[config.mk]
export PLATFORM = sky130hd
export DESIGN_NAME = sk9822_monitor
export DESIGN_NICKNAME = d
export VERILOG_FILES = /design/src/rtl/sk9822_monitor.sv
export SDC_FILE = /design/constraint.sdc
export NUM_CORES = 1
export LEC_CHECK = 0
export CORE_AREA = 8 8 266 268
export CTS_CLUSTER_DIAMETER = 80
export CTS_CLUSTER_SIZE = 40
export DETAILED_ROUTE_END_ITERATION = 8
export DIE_AREA = 0 0 274 276
export PLACE_DENSITY = 0.56
export SYNTH_ARGS = -nofsm -noshare
export SYNTH_HDL_FRONTEND = slang
export SYNTH_SLANG_ARGS = --single-unit
[constraint.sdc]
create_clock -name wb_clk -period 2.46 [get_ports wb_clk]
set_clock_uncertainty 0.05 [all_clocks]
set_input_delay 0.492 -clock wb_clk [delete_from_list [all_inputs] [get_ports wb_clk]]
set_output_delay 0.492 -clock wb_clk [all_outputs]
set_load 0.01 [all_outputs]
[src/rtl/sk9822_monitor.sv]
`default_nettype none
// ============================================================================
//  Module      : sk9822_monitor
//  Description : Receive-side SK9822/APA102 stream decoder. Synchronises the
//                external LED clock/data pair, frames start/LED/reset/end
//                words, stores LED words in a register file and exposes the
//                register file plus a status word on the Wishbone data bus.
//  Revision    : 1.0 - initial release
// ============================================================================
module sk9822_monitor #(
  parameter logic [7:0] ADDR    = 8'd0,
  parameter int         NLEDS   = 12,
  parameter int         TIMEOUT = 1024
) (
  input  logic        wb_clk,
  input  logic        wb_rst,
  input  logic        wb_dbus_cyc,
  input  logic        wb_dbus_we,
  input  logic [31:0] wb_dbus_adr,
  input  logic [31:0] wb_dbus_dat,
  output logic        ack,
  output logic [31:0] rdata,
  input  logic        led_ck,
  input  logic        led_data,
  output logic        irq
);

  localparam int              IW     = $clog2(TIMEOUT + 1);
  localparam logic [IW-1:0]   TMO    = IW'(TIMEOUT);
  localparam logic [IW-1:0]   TMO_M1 = IW'(TIMEOUT - 1);
  localparam logic [3:0]      NL     = 4'(NLEDS);

  typedef enum logic [0:0] {HUNT = 1'b0, DATA = 1'b1} state_t;

  // Synchroniser and edge detect
  logic ck_meta_q, ck_sync_q, ck_prev_q, dat_meta_q, dat_sync_q;
  logic edge_e, bit_s;

  // Decoder state
  state_t          state_q, state_d;
  logic [31:0]     shift_q, shift_d, word;
  logic [4:0]      bitcnt_q, bitcnt_d;
  logic [5:0]      zrun_q, zrun_d;
  logic [3:0]      idx_q, idx_d;
  logic [IW-1:0]   idle_q, idle_d;
  logic            latch, mem_we, ferr_set, ovf_set, tmo_set;

  // Register file and status
  logic [31:0]     mem_q [NLEDS];
  logic [7:0]      fcnt_q, fcnt_d;
  logic [3:0]      lcnt_q, lcnt_d;
  logic            ferr_q, ferr_d, ovf_q, ovf_d, tmo_q, tmo_d;
  logic            irq_q;

  // Bus
  logic            busy_q, ack_q;
  logic [31:0]     rdata_q, rd_word;
  logic            hit, clr;
  logic [3:0]      rd_idx;

  logic unused_ok;
  assign unused_ok = ^{wb_dbus_dat, wb_dbus_adr[23:6], wb_dbus_adr[1:0]};

  assign edge_e = ck_sync_q & ~ck_prev_q;
  assign bit_s  = dat_sync_q;
  assign word   = {shift_q[30:0], bit_s};

  // Two-flop synchronisers for the asynchronous LED pins, plus edge history
  always_ff @(posedge wb_clk or negedge wb_rst) begin
    if (!wb_rst) begin
      ck_meta_q  <= 1'b0;
      ck_sync_q  <= 1'b0;
      ck_prev_q  <= 1'b0;
      dat_meta_q <= 1'b0;
      dat_sync_q <= 1'b0;
    end else begin
      ck_meta_q  <= led_ck;
      ck_sync_q  <= ck_meta_q;
      ck_prev_q  <= ck_sync_q;
      dat_meta_q <= led_data;
      dat_sync_q <= dat_meta_q;
    end
  end

  // Frame decoder: next-state, word classification and idle timeout
  always_comb begin
    state_d  = state_q;
    shift_d  = shift_q;
    bitcnt_d = bitcnt_q;
    zrun_d   = zrun_q;
    idx_d    = idx_q;
    idle_d   = idle_q;
    latch    = 1'b0;
    mem_we   = 1'b0;
    ferr_set = 1'b0;
    ovf_set  = 1'b0;
    tmo_set  = 1'b0;
    if (edge_e) begin
      idle_d = '0;
      case (state_q)
        HUNT: begin
          if (bit_s) begin
            zrun_d = '0;
          end else begin
            zrun_d = (zrun_q == 6'd32) ? zrun_q : zrun_q + 6'd1;
            if (zrun_d == 6'd32) begin
              state_d  = DATA;
              idx_d    = '0;
              bitcnt_d = '0;
            end
          end
        end
        default: begin
          // Leading zeros before the first LED word are surplus start-frame bits
          if (!(idx_q == 4'd0 && bitcnt_q == 5'd0 && !bit_s)) begin
            shift_d  = word;
            bitcnt_d = bitcnt_q + 5'd1;
            if (bitcnt_q == 5'd31) begin
              if (word == 32'hFFFF_FFFF) begin
                latch   = (idx_q != 4'd0);
                state_d = HUNT;
                zrun_d  = '0;
              end else if (word == 32'h0 && idx_q != 4'd0) begin
                latch   = 1'b1;
                state_d = HUNT;
                zrun_d  = '0;
              end else if (word[31:29] == 3'b111) begin
                if (idx_q < NL) mem_we = 1'b1;
                else            ovf_set = 1'b1;
                if (idx_q != 4'hF) idx_d = idx_q + 4'd1;
              end else begin
                ferr_set = 1'b1;
                state_d  = HUNT;
                zrun_d   = '0;
              end
            end
          end
        end
      endcase
    end else begin
      idle_d = (idle_q == TMO) ? idle_q : idle_q + 1'b1;
      // Fires once when the count first reaches the limit, then holds
      if (idle_q == TMO_M1) begin
        tmo_set  = (state_q == DATA) && (bitcnt_q != 5'd0);
        bitcnt_d = '0;
        zrun_d   = '0;
        state_d  = HUNT;
      end
    end
  end

  // Status counters/flags; a same-cycle flag set beats a bus clear
  always_comb begin
    rd_idx = wb_dbus_adr[5:2];
    hit    = wb_dbus_cyc && (wb_dbus_adr[31:24] == ADDR) && !busy_q;
    clr    = hit && wb_dbus_we && (rd_idx == 4'hF);
    fcnt_d = latch ? fcnt_q + 8'd1 : fcnt_q;
    lcnt_d = latch ? idx_q : lcnt_q;
    ferr_d = (ferr_q & ~clr) | ferr_set;
    ovf_d  = (ovf_q  & ~clr) | ovf_set;
    tmo_d  = (tmo_q  & ~clr) | tmo_set;
  end

  // Read mux: reflects this cycle's updates so a colliding read sees new data
  always_comb begin
    rd_word = 32'h0;
    if (rd_idx == 4'hF) begin
      rd_word = {7'b0, (state_d == DATA), 5'b0, tmo_d, ovf_d, ferr_d,
                 4'b0, lcnt_d, fcnt_d};
    end else if (rd_idx < NL) begin
      if (mem_we && idx_q == rd_idx) rd_word = word;
      else                           rd_word = mem_q[rd_idx];
    end
  end

  // Decoder, status and interrupt registers
  always_ff @(posedge wb_clk or negedge wb_rst) begin
    if (!wb_rst) begin
      state_q  <= HUNT;
      shift_q  <= '0;
      bitcnt_q <= '0;
      zrun_q   <= '0;
      idx_q    <= '0;
      idle_q   <= '0;
      fcnt_q   <= '0;
      lcnt_q   <= '0;
      ferr_q   <= 1'b0;
      ovf_q    <= 1'b0;
      tmo_q    <= 1'b0;
      irq_q    <= 1'b0;
    end else begin
      state_q  <= state_d;
      shift_q  <= shift_d;
      bitcnt_q <= bitcnt_d;
      zrun_q   <= zrun_d;
      idx_q    <= idx_d;
      idle_q   <= idle_d;
      fcnt_q   <= fcnt_d;
      lcnt_q   <= lcnt_d;
      ferr_q   <= ferr_d;
      ovf_q    <= ovf_d;
      tmo_q    <= tmo_d;
      irq_q    <= latch;
    end
  end

  // LED word register file
  always_ff @(posedge wb_clk or negedge wb_rst) begin
    if (!wb_rst) begin
      for (int i = 0; i < NLEDS; i++) mem_q[i] <= '0;
    end else if (mem_we) begin
      mem_q[idx_q] <= word;
    end
  end

  // Bus handshake: one ack per cycle assertion, re-armed when cyc drops
  always_ff @(posedge wb_clk or negedge wb_rst) begin
    if (!wb_rst) begin
      busy_q  <= 1'b0;
      ack_q   <= 1'b0;
      rdata_q <= '0;
    end else begin
      busy_q  <= wb_dbus_cyc ? (busy_q | hit) : 1'b0;
      ack_q   <= hit;
      rdata_q <= hit ? rd_word : 32'h0;
    end
  end

  assign ack   = ack_q;
  assign rdata = rdata_q;
  assign irq   = irq_q;

endmodule
`default_nettype wire

==> qor.csv <==
stage;metric;value;unit
run_status;status;complete, but fails checks;
run_status;violations;negative setup slack;
finish;area_growth;26.3;%
timing;hold_viol;0;
routing;drt_first_pass_iters;5;
critical_path;critical_path_required;2880;ps
clock_network;htreeDepth;1;
floorplanning;die_area;75600;µm²
finish;final_cell_mix;dfrtp_1, mux2_4, mux2_2;
synth;ys.flop_type;dfrtp_1;
synth;synth_seq_cells;497;
clock_network;cts_root_buffer;clkbuf_16;
floorplanning;dieHeight;276;µm
pwr;p_switching;0.00361;W
routing;ant_nets;0;
timing;grt_setup_unrepaired;yes;
pwr;p_leak;14.1;nW
pwr;comb_power_share;4.9;%
grt;antenna_found_initial;1;
routing;vias_per_cell;5.23;
finish;design_area;28300;µm²
grt;grt_pass1_wl;91700;µm
critical_path;criticalPathCategory;register to register;
routing;drt_iter0_markers;1048;
clock_network;numCtsBuffers;26;
clock_network;cts_sinks;497;
synth;ys_seq_area_share;55.5;%
timing;worstMarginPinSlew;636;ps
pwr;seqPwrFrac;56.9;%
synth;synthXorXnorAreaFrac;0.859;%
timing;fin_crit;2610;ps
critical_path;critPathMaxFanout;5;
synth;syn_avg_cell_area;13.8;µm²
timing;drv_slew;0;
timing;fmax;383;MHz
synth;ys.warnings.count;0;
grt;grt_max_degree;77;
timing;setup_violations;125;
critical_path;cp-end-kind;register;
floorplanning;die_width;274;µm
flow_run;drv_cap;0;
synth;synthMuxAreaShare;29.0;%
routing;wl;62600;µm
critical_path;cp.arrival;3030;ps
synth;synth-edff-count;0;
synth;ys_types;60;
pwr;p_int;0.0109;W
placed_design;placed_cell_area;25500;µm²
synth;synth-simple-area-share;6.98;%
finish;diodes;0;
grt;grt_pass1_vias;14800;
finish;drive_above_1_share;42.7;%
floorplanning;pin_count;104;
clock_network;cts_tree;done;
synth;synth_compound_area_share;3.87;%
critical_path;crit_path_start_kind;register;
clock_network;clockBufferDepth;3;
routing;drt_drc_violations_left;0;
synth;synthAdderAreaFrac;0.669;%
pwr;clkPwrFrac;38.2;%
synth;synth_top_family_by_area;multiplexers;
pwr;power_density;513;nW/µm²
grt;overflow;0;
routing;vias;14100;
timing;worst_slack;-151;ps
timing;slew_headroom;57.2;%
placed_design;dp_slack;-653;ps
synth;syn_area;22400;µm²
worst_hold_path;hp-class;input pin to register;
grt;grt_usage;15.3;%
synth;syn_inst;1621;
floorplanning;initial_core_util;33.7;%
placed_design;gp_congestion;0.783;
routing;wl_per_cell;23.2;µm
pwr;swShare;24.8;%
placed_design;numPortBuffers;51;
clock_network;clk-insertion-delay-late;600;ps
finish;mostFrequentLayoutCell;dfrtp_1;
floorplanning;rows;95;
clock_network;cts.clk_slew.worst_paths;100;ps
placed_design;hpwl;37900;µm
synth;syn-num-nets;1703;
synth;synthArstFlopShare;100;%
pwr;ir_drop;0.587;mV
finish;nets;1887;
floorplanning;core-area;66600;µm²
timing;min_period_over_period;106;%
critical_path;r2r_slack;-150;ps
-- power by group through the flow --
stage	clock network (W)	registers (W)	logic [W]
3_5_place_dp	0	0.00843	0.000723
6_report	0.00556	0.00827	0.000713
2_1_floorplan	0	0.00841	0.000322
5_1_grt	0.00603	0.00828	0.000786
3_3_place_gp	0	0.00843	0.000708
4_1_cts	0.00571	0.00827	0.000728
-- logic make-up (layout without fill, tap and decap cells) --
logic type | count (synthesis) | in the layout
AOI/OAI and AO/OA | 124 | 124
xor gates and xnor gates | 22 | 22
adders and majority gates | 12 | 12
buffers and inverters | 153 | 355
DFF | 497 | 497
muxes | 492 | 492
and+or+nand+nor | 321 | 322
-- flip-flops by register name (all words and copies together) (netlist names), 4 cells and up --
name	flops
zrun_q	6
bitcnt_q	5
fcnt_q	8
idx_q	4
shift_q	31
rdata	32
idle_q	11
mem_q	384
lcnt_q	4
-- final timing paths --
path | from | to | cells after the start
min in group asynchronous | wb_rst | mem_q[75]$_DFFE_PN0P_ | 2
worst min-delay path | led_ck | ck_meta_q$_DFF_PN0_ | 1
max in group asynchronous | wb_rst | mem_q[207]$_DFFE_PN0P_ | 3
worst max register to register | idx_q[0]$_DFFE_PN0P_ | mem_q[211]$_DFFE_PN0P_ | 12
worst min register to register | ck_meta_q$_DFF_PN0_ | ck_sync_q$_DFF_PN0_ | 0
worst max-delay path | idx_q[0]$_DFFE_PN0P_ | mem_q[211]$_DFFE_PN0P_ | 12
-- Yosys cell counts (4+ instances only) --
| library cell | number | share of area, % |
|---|---|---|
| nand3_1 | 26 | 0.58 |
| mux2_4 | 5 | 0.33 |
| nand2b_1 | 34 | 0.95 |
| nor4_1 | 12 | 0.33 |
| o211a_1 | 5 | 0.22 |
| nor2b_1 | 4 | 0.11 |
| nor3_1 | 9 | 0.20 |
| a2111oi_2 | 4 | 0.27 |
| o22ai_1 | 16 | 0.45 |
| a211oi_1 | 15 | 0.50 |
| dfrtp_1 | 497 | 55 |
| buf_2 | 36 | 0.80 |
| clkbuf_1 | 60 | 1.0 |
| o21ai_0 | 14 | 0.31 |
| nand4_1 | 13 | 0.36 |
| a21oi_1 | 36 | 0.80 |
| nor2_1 | 56 | 0.94 |
| nor4_2 | 5 | 0.28 |
| mux2_2 | 341 | 17 |
| a22oi_1 | 8 | 0.27 |
| or2_2 | 5 | 0.14 |
| mux2i_1 | 45 | 2.0 |
| a32o_1 | 5 | 0.22 |
| xor2_1 | 6 | 0.23 |
| nand2_1 | 131 | 2.2 |
| mux2_1 | 13 | 0.65 |
| nor3b_1 | 4 | 0.13 |
| buf_4 | 21 | 0.70 |
| ha_1 | 12 | 0.67 |
| xnor2_1 | 16 | 0.62 |
| mux4_2 | 88 | 8.8 |
| buf_1 | 4 | 0.067 |
| inv_1 | 27 | 0.45 |
| and3_1 | 7 | 0.20 |
-- what timing repair did --
item,4_1_cts,5_1_grt
cloned,5,16
endpoints found under the hold margin,41,0
pin swaps,16,21
setup buffers,19,16
hold buffers,1,0
gates resized for setup,75,192
setup endpoints to repair,417,395
-- critical path: stages (launching register included) --
cell and delay [ps]:
dfrtp_1 360, inv_1 60, ha_2 190, nor3b_2 180
nand3_2 120, nand4_4 130, buf_8 150, nor4_4 360
buf_6 200, buf_12 110, nand2_8 100, buf_12 200
mux2_2 270
-- metal layers --
metal	vias to the layer above	wire length (µm)	GRT usage, %
li1	6188	-	-
met1	7539	28200	20.8
met2	283	30400	25.8
met3	85	2500	2.21
met4	0	1390	3.39
met5	-	0	0
-- stage by stage --
| stage | utilization, % | total power (W) | setup TNS (ps) | hold slack (ps) | std cells |
|---|---|---|---|---|---|
| 2_1_floorplan | - | 0.00873 | 0 | 146 | 1621 |
| 3_3_place_gp | 38.3 | 0.00913 | -120640 | 289 | 2600 |
| 3_5_place_dp | 38.3 | 0.00915 | -124790 | 286 | 2600 |
| 4_1_cts | 40.7 | 0.0147 | -14540 | 257 | 2669 |
| 5_1_grt | 42.6 | 0.0151 | -22580 | 259 | 2697 |
| 6_report | 42.6 | 0.0145 | -7240 | 287 | 2697 |
-- cell type report --
type	count	area, µm²
multi-input cells	972	10400
clock buffers	29	693
inverters	29	109
repair buffers	279	3330
fillers	5937	38200
clock inverters	18	293
flip-flops and latches	497	12400
well taps	873	1090
Note: power is estimated with default switching activity, not from simulation.
